`src/rtl/gemm_result_drain_pkg.sv`:
```
`default_nettype none
// ============================================================================
//  Module      : gemm_drain_pkg
//  Description : Shared types and constants for the GeMM result drain.
//  Revision    : 1.0 - initial release
// ============================================================================
package gemm_drain_pkg;

  // Drain controller states
  typedef enum logic [1:0] {
    IDLE  = 2'd0,
    DRAIN = 2'd1,
    DONE  = 2'd2
  } drain_state_e;

  // Output skid buffer depth; two entries cover one registered read in
  // flight plus one beat held under backpressure.
  localparam int unsigned DrainFifoDepth = 2;

endpackage
`default_nettype wire

```
`src/rtl/gemm_result_drain_if.sv`:
```
`default_nettype none
// ============================================================================
//  Module      : gemm_drain_if
//  Description : Control, C-SRAM read port and output stream of the result
//                drain. The master modport is the drain side.
//  Revision    : 1.0 - initial release
// ============================================================================
interface gemm_drain_if #(
  parameter int ADDR_WIDTH      = 12,
  parameter int OUT_DATA_WIDTH  = 32,
  parameter int SIZE_ADDR_WIDTH = 8
);
  logic                              start_i;
  logic [SIZE_ADDR_WIDTH-1:0]        M_rows_i;
  logic [SIZE_ADDR_WIDTH-1:0]        N_cols_i;
  logic                              busy_o;
  logic                              done_o;
  logic [ADDR_WIDTH-1:0]             C_addr_o;
  logic signed [OUT_DATA_WIDTH-1:0]  C_rd_data_i;
  logic                              out_valid_o;
  logic                              out_ready_i;
  logic signed [OUT_DATA_WIDTH-1:0]  out_data_o;
  logic                              out_last_o;

  modport master (
    input  start_i, M_rows_i, N_cols_i, C_rd_data_i, out_ready_i,
    output busy_o, done_o, C_addr_o, out_valid_o, out_data_o, out_last_o
  );

  modport slave (
    output start_i, M_rows_i, N_cols_i, C_rd_data_i, out_ready_i,
    input  busy_o, done_o, C_addr_o, out_valid_o, out_data_o, out_last_o
  );
endinterface
`default_nettype wire

```
`src/rtl/gemm_result_drain_skid_fifo.sv`:
```
`default_nettype none
// ============================================================================
//  Module      : drain_skid_fifo
//  Description : Small register FIFO over {last, data}. Head is presented
//                combinationally from storage, so it is stable while stalled.
//                Depth must be a power of two so the pointers wrap naturally.
//  Revision    : 1.0 - initial release
// ============================================================================
module drain_skid_fifo
  import gemm_drain_pkg::*;
#(
  parameter int DATA_WIDTH = 32
) (
  input  wire logic                          clk_i,
  input  wire logic                          rst_ni,
  input  wire logic                          push_i,
  input  wire logic signed [DATA_WIDTH-1:0]  push_data_i,
  input  wire logic                          push_last_i,
  input  wire logic                          pop_i,
  output logic                               full_o,
  output logic                               empty_o,
  output logic [$clog2(DrainFifoDepth+1)-1:0] count_o,
  output logic signed [DATA_WIDTH-1:0]       head_data_o,
  output logic                               head_last_o
);
  localparam int CNT_W = $clog2(DrainFifoDepth + 1);
  localparam int PTR_W = $clog2(DrainFifoDepth);

  logic signed [DATA_WIDTH-1:0] r_data [DrainFifoDepth];
  logic                         r_last [DrainFifoDepth];
  logic [PTR_W-1:0]             r_wr_ptr;
  logic [PTR_W-1:0]             r_rd_ptr;
  logic [CNT_W-1:0]             r_count;
  logic                         w_pop;

  assign empty_o     = (r_count == '0);
  assign full_o      = (r_count == CNT_W'(DrainFifoDepth));
  assign count_o     = r_count;
  assign head_data_o = r_data[r_rd_ptr];
  assign head_last_o = r_last[r_rd_ptr];
  assign w_pop       = pop_i & ~empty_o;

  // Storage, pointers and occupancy; push and pop together keep the count
  always_ff @(posedge clk_i or negedge rst_ni) begin
    if (!rst_ni) begin
      for (int i = 0; i < DrainFifoDepth; i++) begin
        r_data[i] <= '0;
        r_last[i] <= 1'b0;
      end
      r_wr_ptr <= '0;
      r_rd_ptr <= '0;
      r_count  <= '0;
    end else begin
      if (push_i) begin
        r_data[r_wr_ptr] <= push_data_i;
        r_last[r_wr_ptr] <= push_last_i;
        r_wr_ptr         <= r_wr_ptr + PTR_W'(1);
      end
      if (w_pop) begin
        r_rd_ptr <= r_rd_ptr + PTR_W'(1);
      end
      case ({push_i, w_pop})
        2'b10:   r_count <= r_count + CNT_W'(1);
        2'b01:   r_count <= r_count - CNT_W'(1);
        default: r_count <= r_count;
      endcase
    end
  end
endmodule
`default_nettype wire

```
`src/rtl/gemm_result_drain.sv`:
```
`default_nettype none
// ============================================================================
//  Module      : gemm_result_drain
//  Description : Streams the row-major C matrix out of the single-port output
//                SRAM. Hides the one-cycle read latency and absorbs
//                backpressure with a two-entry skid buffer.
//  Revision    : 1.0 - initial release
// ============================================================================
module gemm_result_drain
  import gemm_drain_pkg::*;
#(
  parameter int ADDR_WIDTH      = 12,
  parameter int OUT_DATA_WIDTH  = 32,
  parameter int SIZE_ADDR_WIDTH = 8
) (
  input  wire logic   clk_i,
  input  wire logic   rst_ni,
  gemm_drain_if.master bus
);
  // Element count is the full product width so 2^ADDR_WIDTH is representable
  localparam int CNT_W  = 2 * SIZE_ADDR_WIDTH;
  localparam int FCNT_W = $clog2(DrainFifoDepth + 1);

  drain_state_e       r_state;
  logic [CNT_W-1:0]   r_total;
  logic [CNT_W-1:0]   r_rd_cnt;
  logic [CNT_W-1:0]   r_push_idx;
  logic               r_inflight;
  logic               r_busy;
  logic               r_done;

  logic [CNT_W-1:0]   w_product;
  logic [FCNT_W-1:0]  w_fifo_cnt;
  logic               w_fifo_empty;
  logic               w_fifo_full;
  logic               w_unused_full;
  logic               w_fifo_last;
  logic               w_pop;
  logic               w_push_last;
  logic [FCNT_W:0]    w_occupancy;
  logic               w_issue;

  assign w_product = CNT_W'(bus.M_rows_i) * CNT_W'(bus.N_cols_i);

  assign w_pop       = ~w_fifo_empty & bus.out_ready_i;
  assign w_push_last = (r_push_idx == r_total - CNT_W'(1));

  // Buffered beats plus the read in flight, minus what leaves this cycle,
  // must stay below the buffer depth for another read to be issued.
  assign w_occupancy = (FCNT_W + 1)'(w_fifo_cnt) + (FCNT_W + 1)'(r_inflight);
  assign w_issue     = (r_state == DRAIN) && (r_rd_cnt < r_total) &&
                       (w_occupancy < (FCNT_W + 1)'(DrainFifoDepth) + (FCNT_W + 1)'(w_pop));

  // Full flag is implied by the issue rule and not needed here
  assign w_unused_full = w_fifo_full;

  assign bus.C_addr_o    = r_rd_cnt[ADDR_WIDTH-1:0];
  assign bus.busy_o      = r_busy;
  assign bus.done_o      = r_done;
  assign bus.out_valid_o = ~w_fifo_empty;
  assign bus.out_last_o  = w_fifo_last;

  // Drain FSM, read/push counters and the in-flight flag
  always_ff @(posedge clk_i or negedge rst_ni) begin
    if (!rst_ni) begin
      r_state    <= IDLE;
      r_total    <= '0;
      r_rd_cnt   <= '0;
      r_push_idx <= '0;
      r_inflight <= 1'b0;
      r_busy     <= 1'b0;
      r_done     <= 1'b0;
    end else begin
      r_inflight <= w_issue;
      if (w_issue) begin
        r_rd_cnt <= r_rd_cnt + CNT_W'(1);
      end
      if (r_inflight) begin
        r_push_idx <= r_push_idx + CNT_W'(1);
      end
      case (r_state)
        IDLE: begin
          if (bus.start_i) begin
            r_total    <= w_product;
            r_rd_cnt   <= '0;
            r_push_idx <= '0;
            if (w_product == '0) begin
              r_state <= DONE;
              r_done  <= 1'b1;
            end else begin
              r_state <= DRAIN;
              r_busy  <= 1'b1;
            end
          end
        end
        DRAIN: begin
          if (w_pop && w_fifo_last) begin
            r_state <= DONE;
            r_busy  <= 1'b0;
            r_done  <= 1'b1;
          end
        end
        DONE: begin
          r_state <= IDLE;
          r_done  <= 1'b0;
        end
        default: begin
          r_state <= IDLE;
          r_busy  <= 1'b0;
          r_done  <= 1'b0;
        end
      endcase
    end
  end

  drain_skid_fifo #(
    .DATA_WIDTH (OUT_DATA_WIDTH)
  ) u_fifo (
    .clk_i       (clk_i),
    .rst_ni      (rst_ni),
    .push_i      (r_inflight),
    .push_data_i (bus.C_rd_data_i),
    .push_last_i (w_push_last),
    .pop_i       (w_pop),
    .full_o      (w_fifo_full),
    .empty_o     (w_fifo_empty),
    .count_o     (w_fifo_cnt),
    .head_data_o (bus.out_data_o),
    .head_last_o (w_fifo_last)
  );
endmodule
`default_nettype wire

```
`src/flat_wrapper.sv`:
```
// flat-port wrapper written by rule: the top's interface ports become plain ports
module gemm_result_drain_flat import gemm_drain_pkg::*;
#(
  parameter int ADDR_WIDTH      = 12,
  parameter int OUT_DATA_WIDTH  = 32,
  parameter int SIZE_ADDR_WIDTH = 8
)
  (clk_i, rst_ni, bus_start_i, bus_M_rows_i, bus_N_cols_i, bus_C_rd_data_i, bus_out_ready_i, bus_busy_o, bus_done_o, bus_C_addr_o, bus_out_valid_o, bus_out_data_o, bus_out_last_o);
  gemm_drain_if #(.ADDR_WIDTH(ADDR_WIDTH), .OUT_DATA_WIDTH(OUT_DATA_WIDTH), .SIZE_ADDR_WIDTH(SIZE_ADDR_WIDTH)) bus_i ();
  input  wire logic clk_i;
  input  wire logic rst_ni;
  input wire logic [$bits(bus_i.start_i)-1:0] bus_start_i;
  input wire logic [$bits(bus_i.M_rows_i)-1:0] bus_M_rows_i;
  input wire logic [$bits(bus_i.N_cols_i)-1:0] bus_N_cols_i;
  input wire logic [$bits(bus_i.C_rd_data_i)-1:0] bus_C_rd_data_i;
  input wire logic [$bits(bus_i.out_ready_i)-1:0] bus_out_ready_i;
  output wire logic [$bits(bus_i.busy_o)-1:0] bus_busy_o;
  output wire logic [$bits(bus_i.done_o)-1:0] bus_done_o;
  output wire logic [$bits(bus_i.C_addr_o)-1:0] bus_C_addr_o;
  output wire logic [$bits(bus_i.out_valid_o)-1:0] bus_out_valid_o;
  output wire logic [$bits(bus_i.out_data_o)-1:0] bus_out_data_o;
  output wire logic [$bits(bus_i.out_last_o)-1:0] bus_out_last_o;
  assign bus_i.start_i = bus_start_i;
  assign bus_i.M_rows_i = bus_M_rows_i;
  assign bus_i.N_cols_i = bus_N_cols_i;
  assign bus_i.C_rd_data_i = bus_C_rd_data_i;
  assign bus_i.out_ready_i = bus_out_ready_i;
  assign bus_busy_o = bus_i.busy_o;
  assign bus_done_o = bus_i.done_o;
  assign bus_C_addr_o = bus_i.C_addr_o;
  assign bus_out_valid_o = bus_i.out_valid_o;
  assign bus_out_data_o = bus_i.out_data_o;
  assign bus_out_last_o = bus_i.out_last_o;
  gemm_result_drain #(.ADDR_WIDTH(ADDR_WIDTH), .OUT_DATA_WIDTH(OUT_DATA_WIDTH), .SIZE_ADDR_WIDTH(SIZE_ADDR_WIDTH)) u_core (.clk_i(clk_i), .rst_ni(rst_ni), .bus(bus_i));
endmodule
```
`config.mk`:
```
export PLATFORM = sky130hd
export DESIGN_NAME = gemm_result_drain_flat
export DESIGN_NICKNAME = d
export VERILOG_FILES = /design/src/rtl/gemm_result_drain_pkg.sv /design/src/rtl/gemm_result_drain_if.sv /design/src/rtl/gemm_result_drain_skid_fifo.sv /design/src/rtl/gemm_result_drain.sv /design/src/flat_wrapper.sv
export SDC_FILE = /design/constraint.sdc
export NUM_CORES = 1
export LEC_CHECK = 0
export ABC_AREA = 1
export ABC_CLOCK_PERIOD_IN_PS = 3300
export CORE_MARGIN = 5
export CORE_UTILIZATION = 60
export CTS_CLUSTER_DIAMETER = 60
export DETAILED_ROUTE_END_ITERATION = 10
export PLACE_DENSITY = 0.93
export SLEW_MARGIN = 5
export SYNTH_ARGS = -nofsm -noshare
export SYNTH_HDL_FRONTEND = slang
export SYNTH_SLANG_ARGS = --single-unit
```
`constraint.sdc`:
```
create_clock -name clk_i -period 3.3 [get_ports clk_i]
set_clock_uncertainty 0.1 [all_clocks]
set_input_delay 0.66 -clock clk_i [delete_from_list [all_inputs] [get_ports clk_i]]
set_output_delay 0.66 -clock clk_i [all_outputs]
set_load 0.02 [all_outputs]
```
==> impl_metrics.tcl <==
set metrics [dict create \
    worstSkewPairLatency_ps 430 \
    grt_first_pass_wirelength_um 41000 \
    viasPerCell 5.66 \
    drv_cap 0 \
    gr-total-overflow 0 \
    leakage_nw 6.38 \
    drtIter0Drc 845 \
    critPathMaxStageDelay_ps 530 \
    post_dp_cell_area_mm2 0.0107 \
    cp-start-kind "primary input" \
    sw_frac_of_total_pct 45.1 \
    p_int_mw 6.21 \
    fmax_ghz 0.228 \
    cts_buffers 17 \
    vias 9091 \
    cts.hold.buffers_added 0 \
    final_common_cell "nand2_1" \
    critical_path_arrival_ps 4610 \
    critPathRequiredTime_ps 3520 \
    finalSetupViolCount 14 \
    antenna_found_initial 0 \
    wire_per_inst_um 16.5 \
    n_antenna_cell 0 \
    syn-num-nets 1423 \
    pwr-share-comb_pct 58.6 \
    hp-class "primary input to asynchronous set/reset pin" \
    yosys_warnings 0 \
    fp.dieArea_mm2 0.0180 \
    coreArea_mm2 0.0151 \
    ioPinCount 100 \
    rows 45 \
    path_cells "buf_8 -> buf_6 -> nand2_2 -> inv_2 -> fa_1 -> fa_1 -> fa_1 -> inv_2 -> fa_1 -> inv_2 -> ha_4 -> nand2_4 -> nor2_4 -> nand3_2 -> nand2_2 -> nand2_2 -> nand2_2 -> nand3_2 -> nor2_2 -> nand3_2 -> nand2_1 -> nand2_1 -> nand2_1 -> nand2_1" \
    dp_cells 1561 \
    cts_max_level 4 \
    drc 0 \
    first_global_vias 8866 \
    detailed_place_hpwl_um 16500 \
    end_kind "register" \
    clkSinkCount 123 \
    synthCells 1278 \
    fin_area_mm2 0.0118 \
    rsz0062_at_grt "yes" \
    timing.final.hold_violations 0 \
    status "complete, but fails checks" \
    synth-seq-cells 123 \
    die_w_um 134 \
    cts_tree "built" \
    period_minus_slack_ps 4390 \
    layout.cells.non_filler 1605 \
    cts_root_buf "clkbuf_16" \
    grt_usage_pct 28.1 \
    slew_headroom_pct 26.5 \
    tightest_slew_ps 1100 \
    most-common-layout-cells "nand2_1 (366), inv_1 (207), dfrtp_1 (123), clkdlybuf4s50_1 (82), o21ai_0 (78)" \
    power_density_mw_per_mm2 958 \
    crit_type "primary input to register" \
    cpMaxStageDelayCell "fa_1" \
    dr.pass1.iters 7 \
    die_h_um 134 \
    drive_gt1_share_pct 17.9 \
    ir_drop_v 0.000505 \
    portBuffers 99 \
    totalWireLength_um 26400 \
    timing.final.crit_share_pct 133 \
    ant_nets 0 \
    synth_area_mm2 0.00924 \
    ys_seq_area_share_pct 33.3 \
    cts.path.max_buffers 2 \
    synthToLayoutAreaGrowth_pct 27.7 \
    whs_ps 131 \
    switchingPower_mw 5.10 \
    synthFlopType "dfrtp_1" \
    gp_congestion 0.909 \
    async_flop_share_pct 100 \
    synth_cell_types 41 \
    avgSynthCellArea_um2 7.23 \
    slew_violations 0 \
    failed_checks "setup timing" \
    worstPathMaxFanout 4 \
    pwr-share-clk_pct 17.7 \
    start_util_pct 61.0 \
    nets 1549 \
    grt_max_degree 67 \
    fill_cells 899 \
    worst_slack_ps -1090 \
    finalSetupTns_ps -10650 \
    path_clk_slew_ps 60 \
    synth_edf_count 0 \
    p_seq_share_pct 23.7 \
]
==> metal layers <==
metal / vias to the layer above / track usage, % / share of wire, % / wire length [µm]
met3: 154 / 5.10 / 7.4 / 1950
li1: 4135 / - / - / -
met1: 4253 / 32.2 / 36 / 9640
met5: - / 0 / 0 / 0
met4: 0 / 14.2 / 5.8 / 1540
met2: 549 / 50.3 / 50 / 13300
==> stage by stage <==
stage	power [mW]	util, %	worst slack (ps)
floorplan	6.38	-	-1010
global placement	8.08	70.9	-1800
detailed placement	8.32	70.9	-1880
CTS	10.8	76.6	-958
global route	12.0	78.0	-1190
finish	11.3	78.0	-1090
==> critical path: cells and delay by family <==
kind,cells,cell delay (ps)
fa+ha+maj,5,2360
buf+inv,5,340
simple gates,14,1230
==> final timing paths <==
check	from	depth (start not counted)	to	slack, ps
setup / recovery	bus_M_rows_i[4]	24	u_core.bus.done_o	-1090
hold / removal	rst_ni	1	u_core.r_rd_cnt[4]	130
setup reg to reg	u_core.r_total[9]	10	u_core.r_rd_cnt[1]	850
hold reg to reg	u_core.bus.done_o	2	u_core.bus.done_o	380
max in group asynchronous	rst_ni	2	u_core.u_fifo.r_data[13]	2190
min in group clk_i	u_core.bus.done_o	2	u_core.bus.done_o	380
==> state kept, by name (all words and copies together), names as in the netlist <==
signal                  flops
u_core.u_fifo.r_wr_ptr      1
u_core.r_inflight           1
u_core.bus.done_o           1
u_core.u_fifo.r_data       64
u_core.r_state              2
u_core.r_rd_cnt            16
u_core.u_fifo.r_rd_ptr      1
u_core.u_fifo.r_last        2
u_core.u_fifo.count_o       2
u_core.bus.busy_o           1
u_core.r_push_idx          16
u_core.r_total             16
==> cells in the mapped netlist (10+ instances only) <==
master | number | area, µm²
a21oi_1 | 34 | 170
buf_4 | 14 | 105
clkbuf_1 | 38 | 143
dfrtp_1 | 123 | 3080
fa_1 | 36 | 721
ha_1 | 57 | 713
inv_1 | 234 | 878
nand2_1 | 410 | 1540
nand3_1 | 50 | 250
nand4_1 | 12 | 75.1
nor2_1 | 78 | 293
nor3_1 | 10 | 50.1
o21ai_0 | 88 | 440
xnor2_1 | 12 | 105
xor2_1 | 28 | 245
==> final cells by class <==
type | instances | area, µm² | share of cell area, %
clock buffers | 20 | 447 | 3.78
clock inverters | 12 | 186 | 1.58
inverters | 237 | 893 | 7.57
multi-input cells | 860 | 5400 | 45.7
flip-flops and latches | 123 | 3080 | 26.1
well taps | 188 | 235 | 1.99
repair buffers | 165 | 1570 | 13.3
==> cells by family after synthesis <==
logic type,synth area share [%]
AND/OR/NAND/NOR,27.0
buffers and inverters,12.7
AO/OA/AOI/OAI,7.51
flip-flops,33.3
adder cells (fa/ha/maj),15.5
XOR/XNOR,4.03
==> repair_timing <==
| action | 4_1_cts | 5_1_grt |
|---|---|---|
| setup endpoints to repair | 16 | 26 |
| gates resized for setup | 137 | 65 |
| pin swaps | 46 | 44 |
| setup buffers | 9 | 6 |
==> power groups by stage <==
stage	sequential [mW]	clock, mW	combinational, mW
3_5_place_dp	2.62	0	5.70
6_report	2.68	2.01	6.63
5_1_grt	2.73	2.07	7.20
2_1_floorplan	2.50	0	3.88
4_1_cts	2.63	2.00	6.18
3_3_place_gp	2.58	0	5.49
No activity file was read; power rests on OpenSTA's default activity.
